### src/rtl/calc_pkg.sv
// calc_pkg: shared types and constants for the calculator datapath control.
// Sequencer state encoding, ALU operation encodings shared with the decoder
// and ALU, and the post-reset ALU operation.
package calc_pkg;

    typedef enum logic [1:0] {
        IDLE  = 2'd0,
        EXEC  = 2'd1,
        WRITE = 2'd2,
        HOLD  = 2'd3
    } calc_state_t;

    localparam logic [3:0] ALU_OP_PASS = 4'b0000;
    localparam logic [3:0] ALU_OP_ADD  = 4'b0001;
    localparam logic [3:0] ALU_OP_SUB  = 4'b0010;
    localparam logic [3:0] ALU_OP_AND  = 4'b0011;
    localparam logic [3:0] ALU_OP_OR   = 4'b0100;
    localparam logic [3:0] ALU_OP_XOR  = 4'b0101;
    localparam logic [3:0] ALU_OP_SHL  = 4'b0110;
    localparam logic [3:0] ALU_OP_SHR  = 4'b0111;

    localparam logic [3:0] ALU_OP_RST  = 4'b0000;

    // Final lat_cnt value inside EXEC for a given ALU latency (0 never enters EXEC).
    function automatic logic [3:0] lat_last(input int unsigned alu_lat);
        return (alu_lat == 0) ? 4'd0 : 4'(alu_lat - 1);
    endfunction

endpackage

### src/rtl/btn_debounce.sv
// btn_debounce: 2-FF synchroniser followed by an optional conditioner.
// CALC_DEBOUNCE_EN defined  : clean follows the synchronised level only after
//                             it has differed for DB_CYCLES consecutive cycles.
// CALC_DEBOUNCE_EN undefined: clean is the synchroniser output (DB_CYCLES unused).
module btn_debounce
    import calc_pkg::*;
#(
    parameter int unsigned DB_CYCLES = 500000
) (
    input  logic clk,
    input  logic btnu,
    input  logic raw,
    output logic clean
);

    if (DB_CYCLES == 0) begin : g_bad_db_cycles
        $error("btn_debounce: DB_CYCLES must be at least 1");
    end

    logic sync1;
    logic sync2;

    // Bring the asynchronous button level into the clk domain.
    always_ff @(posedge clk or posedge btnu) begin
        if (btnu) begin
            sync1 <= 1'b0;
            sync2 <= 1'b0;
        end else begin
            sync1 <= raw;
            sync2 <= sync1;
        end
    end

`ifdef CALC_DEBOUNCE_EN
    localparam int unsigned CW = (DB_CYCLES < 2) ? 1 : $clog2(DB_CYCLES);
    localparam logic [CW-1:0] CNT_LAST = CW'(DB_CYCLES - 1);

    logic [CW-1:0] cnt;

    // Count consecutive disagreeing cycles; accept the new level on the last one.
    always_ff @(posedge clk or posedge btnu) begin
        if (btnu) begin
            cnt   <= '0;
            clean <= 1'b0;
        end else if (sync2 == clean) begin
            cnt <= '0;
        end else if (cnt == CNT_LAST) begin
            cnt   <= '0;
            clean <= sync2;
        end else begin
            cnt <= cnt + CW'(1);
        end
    end
`else
    assign clean = sync2;
`endif

endmodule

### src/rtl/calc_ctrl.sv
// calc_ctrl: operation sequencer for the calculator.
// Conditions the select and execute buttons, latches the decoder's alu_op on
// each accepted btnd press, waits out the ALU latency and issues exactly one
// accumulator write per press. Debounce is enabled by defining CALC_DEBOUNCE_EN.
module calc_ctrl
    import calc_pkg::*;
#(
    parameter int unsigned DB_CYCLES = 500000,
    parameter int unsigned ALU_LAT   = 1,
    parameter int unsigned CNT_W     = 8
) (
    input  logic             clk,
    input  logic             btnu,
    input  logic             btnl,
    input  logic             btnc,
    input  logic             btnr,
    input  logic             btnd,
    input  logic [3:0]       alu_op_in,
    output logic             sel_l,
    output logic             sel_c,
    output logic             sel_r,
    output logic [3:0]       alu_op,
    output logic             acc_en,
    output logic             busy,
    output logic [CNT_W-1:0] op_count
);

    if (ALU_LAT > 15) begin : g_bad_alu_lat
        $error("calc_ctrl: ALU_LAT must be in 0..15");
    end

    localparam logic [3:0] LAT_LAST = lat_last(ALU_LAT);

    logic        exe_clean;
    logic        exe_prev;
    logic        exe_rise;
    calc_state_t state;
    logic [3:0]  lat_cnt;

    btn_debounce #(.DB_CYCLES(DB_CYCLES)) u_db_l (
        .clk(clk), .btnu(btnu), .raw(btnl), .clean(sel_l)
    );
    btn_debounce #(.DB_CYCLES(DB_CYCLES)) u_db_c (
        .clk(clk), .btnu(btnu), .raw(btnc), .clean(sel_c)
    );
    btn_debounce #(.DB_CYCLES(DB_CYCLES)) u_db_r (
        .clk(clk), .btnu(btnu), .raw(btnr), .clean(sel_r)
    );
    btn_debounce #(.DB_CYCLES(DB_CYCLES)) u_db_d (
        .clk(clk), .btnu(btnu), .raw(btnd), .clean(exe_clean)
    );

    // Previous clean execute level for rising-edge detection.
    always_ff @(posedge clk or posedge btnu) begin
        if (btnu) begin
            exe_prev <= 1'b0;
        end else begin
            exe_prev <= exe_clean;
        end
    end

    assign exe_rise = exe_clean & ~exe_prev;

    // Sequencer: latch op, wait ALU latency, one write, then wait for release.
    always_ff @(posedge clk or posedge btnu) begin
        if (btnu) begin
            state    <= IDLE;
            lat_cnt  <= '0;
            alu_op   <= ALU_OP_RST;
            acc_en   <= 1'b0;
            busy     <= 1'b0;
            op_count <= '0;
        end else begin
            acc_en <= 1'b0;
            unique case (state)
                IDLE: begin
                    if (exe_rise) begin
                        alu_op  <= alu_op_in;
                        lat_cnt <= '0;
                        busy    <= 1'b1;
                        if (ALU_LAT == 0) begin
                            state  <= WRITE;
                            acc_en <= 1'b1;
                        end else begin
                            state <= EXEC;
                        end
                    end
                end
                EXEC: begin
                    if (lat_cnt == LAT_LAST) begin
                        state  <= WRITE;
                        acc_en <= 1'b1;
                    end else begin
                        lat_cnt <= lat_cnt + 4'd1;
                    end
                end
                WRITE: begin
                    op_count <= op_count + CNT_W'(1);
                    state    <= HOLD;
                end
                HOLD: begin
                    if (!exe_clean) begin
                        state <= IDLE;
                        busy  <= 1'b0;
                    end
                end
                default: begin
                    state <= IDLE;
                    busy  <= 1'b0;
                end
            endcase
        end
    end

endmodule

### config.mk
export PLATFORM = sky130hd
export DESIGN_NAME = calc_ctrl
export DESIGN_NICKNAME = d
export VERILOG_FILES = /design/src/rtl/calc_pkg.sv /design/src/rtl/btn_debounce.sv /design/src/rtl/calc_ctrl.sv
export SDC_FILE = /design/constraint.sdc
export NUM_CORES = 1
export LEC_CHECK = 0
export CAP_MARGIN = 20
export CELL_PAD_IN_SITES_DETAIL_PLACEMENT = 1
export CELL_PAD_IN_SITES_GLOBAL_PLACEMENT = 1
export CORE_AREA = 2 2 60 62
export DETAILED_ROUTE_END_ITERATION = 8
export DIE_AREA = 0 0 62 64
export GPL_TIMING_DRIVEN = 0
export MAX_ROUTING_LAYER = met4
export PLACE_DENSITY = 0.84
export SKIP_CTS_REPAIR_TIMING = 1
export SYNTH_ARGS = -nofsm -noshare
export SYNTH_HDL_FRONTEND = slang
export SYNTH_HIERARCHICAL = 1
export SYNTH_SLANG_ARGS = --single-unit
export TNS_END_PERCENT = 50
### constraint.sdc
create_clock -name clk -period 2.4 [get_ports clk]
set_input_delay 0.36 -clock clk [delete_from_list [all_inputs] [get_ports clk]]
set_output_delay 0.36 -clock clk [all_outputs]
set_load 0.05 [all_outputs]
# Word level (Yosys, flattened, before mapping)
# Cells that the tools add are included.
# totals
ff_bits	29
inputBits	10
# op_classes
n_addsub	2
eq_ne	7
mux	12
n_bitwise	2
reduce_logical	8
# op_table
operator	count
$reduce_and 3->1	3
$add 8x1->8 const B	1
$mux 4	2
$ne 2x2->1 const B	4
$pmux 2 s4	1
$pmux 4 s2	1
$mux 2	3
$add 4x1->4 const B	1
$eq 2x2->1 const B	2
$logic_not 4->1	1
$mux 1	4
$reduce_bool 2->1	2
$eq 2x1->1 const B	1
$logic_not 2->1	1
$pmux 1 s2	1
$reduce_and 2->1	1
$and 1x1->1	1
$not 1->1	1

# Logic depth before layout (Yosys ltp)
# logic_depth
depth_word	4
ltp_mapped	6
ltp_nobuf	5

# Modules after synthesis
# Netlist, hierarchy kept.
# modules_own_cells
mod	instances	cells_each	area_per_inst_um2	seq_area_each_um2
calc_ctrl	1	88	1029.7	525.5
btn_debounce	4	3	53.8	50.0

# Worst setup path after synthesis
# No wires, ideal clock.
# synth_timing
kind	register -> register
from	reg lat_cnt[0]
to	reg state[1]
setup_time_ns	0.127
arrival_time_ns	1.617
slack_ns	0.655
path_stages_with_launch	6
synth_period_minus_slack_ns	1.745
cell_sequence	dfrtp_1 > inv_1 > ha_1 > or3b_4 > a222oi_1 > mux2_1
# synth_between
elab_chain_len	3
# synth_rtl
item	line	text
from (decl)	calc_ctrl.sv:38	logic [3:0] lat_cnt;
from (signal assigned)	calc_ctrl.sv:94	lat_cnt <= lat_cnt + 4'd1;
$logic_not 4->1	calc_ctrl.sv:90	if (lat_cnt == LAT_LAST) begin
$ne 2x2->1 (no source line)	--	
$reduce_and 3->1 (no source line)	--	
to (signal assigned)	calc_ctrl.sv:91	state <= WRITE;
to (signal assigned)	calc_ctrl.sv:99	state <= HOLD;
to (signal assigned)	calc_ctrl.sv:103	state <= IDLE;
to (decl)	calc_ctrl.sv:37	calc_state_t state;
# No other way between the ends.
# A chain may end at the register's enable or synchronous reset.

# Final worst setup path
# layout_timing
from	reg op_count[2]
to	out op_count[2]
# layout_rtl
item	line	text
from (decl)	calc_ctrl.sv:25	output logic [CNT_W-1:0] op_count
from (signal assigned)	calc_ctrl.sv:98	op_count <= op_count + CNT_W'(1);
# No word-level cell between the ends.

==> results.txt <==
* Outcome: finished, final reports clean
* Hold slack final: around 0.31 ns
- Clock skew after layout: ~0.013 ns
* Switching power: approximately 0.00089 W
- At the end of routability-driven placement, the weighted congestion stood at between 0.8 and 0.9.
* Post-synthesis cell type count: 29
- Slew of the pin with the lowest slew margin: approximately 0.79 ns
* Number of antenna violations at the first check in global routing: 0
* Growth of design area from synthesis to finish: 29.45%
- Max-cap violations in this run came to 0.
* Count of final setup violators: 0
- For this run, design rule violations remaining after detail routing come to 0.
* Most frequent cells in the layout: 29 x dfrtp_1, 26 x clkdlybuf4s50_1, 10 x inv_1
- CTS root buffer: clkbuf_4
* Half-perimeter wire length of the detailed placement result: between 2 and 2.5 mm
- Post-Syn Instances: 100
- The number of max-slew violations in the final report was 0.
- Total Die Area: between 3000 and 4000 um2
* Cells along the critical path: clkdlybuf4s50_1
* Clock slew at the register clock pins of the worst setup and hold paths: 0.10 ns
- Category of the worst setup path launch point: flip-flop
- Aggregate global routing overflow: 0
* Number of CTS-inserted buffers: 5
* CP Max Fanout: 5
- Once layout is complete, the utilization of the core stands at between 40% and 50%.
- Pin count of the biggest net entering global routing: 22
- Fraction of power consumed by combinational cells: 49.0%
- Counting every sink on the clock net gives 29.
- Most common cell after layout, fill and taps aside: dfrtp_1
* Top delay family on crit path: buffers and inverters
* Sequential share of power: between 30 and 40%
* Number of hold violations in the final report: 0
- Pin placement for this block handled 27 I/O pins.
- STA puts the critical path data required time at ~2.0 ns.
- Relative slew slack: between 40% and 50%
- Min-delay worst type: input port to asynchronous set/reset pin
- In this run the vertical extent of the chip is approximately 64 um.
- Core Rows: 21
* Worst endpoint data arrival time: around 1.6 ns
* Depth of the CTS H-tree: 2
- The repair_antennas step left the layout with diodes totalling 0.
* Syn Area/Cell: around 12 um2
* Final period utilization: about four fifths
* Time the final worst path needs with I/O delays and setup: 1.957 ns
- In the final routed layout, each cell accounts on average for between 15 and 20 um.
* Nature of the critical path endpoint: output port
- Global routing used about 17% of the available tracks.
- After the first detailed-routing iteration, the DRC count stood at 36.
* Core region area: 3284 um2
- The routed design has between 2 and 3 mm of wire.
- In the final layout, the share of cells above drive strength 1 is around 11%.
- For this design, the slowest cell found on the critical path is clkdlybuf4s50_1.
* Synthesis Warnings: 6
- For this run, the slowest stage of the critical path takes ~0.84 ns.
- Derived from the worst setup path, the maximum achievable clock frequency is between 500 and 600 MHz.
- Summed over all failing endpoints, the final setup total negative slack is 0 ns.
- VDD IR-drop max: about 1000 uV
- Once layout is complete, the cells apart from fillers number 180.
- Number of global-route vias before repair: 987
- Int Pwr: approximately 0.0011 W
- Nets: 150
- Vias after detailed routing: 880
- Of the synthesized area, sequential elements account for approximately 58%.
* # port buffers: 26
* Vias per Instance: between 4 and 5
- Net Sw Frac: ~45%
* Net count of the mapped netlist: roughly 120
- Leakage power of the design: about 0.74 nW
- TritonCTS built the clock tree.
- Flops & latches, synth: 29
* Buf/Inv on CP: 1
- The clock network burns between 10 and 15% of the power.
- The clock passes through at most 2 buffers.
- The number of placed instances, taps included, is 172.
* Initial DRT Pass Iterations: 4
- Pwr/cell area: about 1200 nW/um2
* Unrepaired setup endpoints after global routing: no
- The first global-routing pass estimated 4.733 mm of wire.
* Cell area after synthesis: between 1000 and 1500 um2
* Antenna violation net count after detailed routing: 0
- The initial utilization of the core area, before any placement, comes to 37.90%.
- By startpoint and endpoint, the worst setup path is classified as flip-flop to output port.
- For the worst-skew pair, the clock arrives at the later sink with an insertion delay of 0.32 ns.
- Chip width: roughly 62 um
==> cells in the mapped netlist <==
cell type   n  area (um2)
o21ai_0     3       15.01
a211oi_1    1       7.510
xor2_1      3       26.28
nor3b_1     2       15.01
inv_1      10       37.54
mux2_1      1       11.26
buf_4       1       7.510
and3_1      1       6.260
nor2_1      2       7.510
clkbuf_1    1       3.750
o32a_2      1       11.26
mux2_2      5       56.30
mux2i_1     1       10.01
a211o_1     4       35.03
ha_1        7       87.58
dfrtp_1    29       725.7
a2111oi_0   3       26.28
or3b_4      1       11.26
nand3_1     1       5.000
a21oi_1     1       5.000
nor2b_1     1       6.260
nand4_1     3       18.77
and3_2      1       7.510
nand2_1     7       26.28
a222oi_1    1       10.01
nand2b_2    1       8.760
xnor2_1     4       35.03
nand2b_1    1       6.260
nor3_1      3       15.01
==> logic make-up (layout without fill, tap and decap cells) <==
family / Yosys count / in the layout / share of synthesized area [%]
fa+ha+maj: 7 / 7 / 7.035
flops: 29 / 29 / 58.29
buf+inv: 12 / 46 / 3.920
simple gates: 24 / 24 / 10.75
compound gates: 14 / 14 / 8.844
xor+xnor: 7 / 7 / 4.925
mux: 7 / 7 / 6.231
==> cell type report <==
| cell class | count | area [um2] |
|---|---|---|
| buffer | 2 | 11.26 |
| multi-input combinational | 59 | 470.5 |
| fill | 371 | 1673 |
| tap | 46 | 57.56 |
| timing repair buffer | 26 | 260.3 |
| inverter | 10 | 37.54 |
| clock buffer | 8 | 48.80 |
| sequential | 29 | 725.7 |
==> power by group through the flow <==
stage / sequential (W) / clock, W / combinational [W]
CTS: 0.000727 / 0.000288 / 0.000982
detailed placement: 0.000736 / 0 / 0.000979
global placement: 0.000723 / 0 / 0.000942
global route: 0.000745 / 0.000315 / 0.00104
floorplan: 0.00108 / 0 / 0.000307
finish: 0.000724 / 0.000284 / 0.000969
==> metrics by stage <==
step | area (um2) | power, W | worst slack [ns]
finish | 1612 | 0.001977 | 0.4431
global route | 1612 | 0.002101 | 0.3524
CTS | 1612 | 0.001996 | 0.4247
detailed placement | 1563 | 0.001715 | 0.4444
global placement | 1563 | 0.001666 | 0.5571
floorplan | 1245 | 0.001382 | 0.6555
==> metal layers <==
layer / global-route usage (%) / up-vias / wire, um
li1: - / 415 / -
met4: 6.383 / 0 / 50
met2: 25.65 / 18 / 1372
met5: - / - / 0
met3: 5.466 / 5 / 113
met1: 20.58 / 442 / 1167
==> sequential cells by signal, indices dropped and copies added, names as in the netlist, 2 cells and up <==
register and cells:
state 2, op_count 8, alu_op 4, lat_cnt 4
==> path summary, 6_finish.rpt <==
kind | start | to | cells after the start | slack (ns)
max reg2reg | lat_cnt[0]$_DFFE_PP0P_ | state[1]$_DFFE_PP0P_ | 5 | 0.47
max | op_count[2]$_DFFE_PP0N_ | op_count[2] | 1 | 0.44
min reg2reg | u_db_c/sync1$_DFF_PP0_ | u_db_c/clean$_DFF_PP0_ | 0 | 0.34
max in group asynchronous | btnu | lat_cnt[1]$_DFFE_PP0P_ | 2 | 1.27
min in group clk | u_db_c/sync1$_DFF_PP0_ | u_db_c/clean$_DFF_PP0_ | 0 | 0.34
min | btnu | u_db_c/clean$_DFF_PP0_ | 2 | 0.31
No activity file was read; power rests on OpenSTA's default activity.
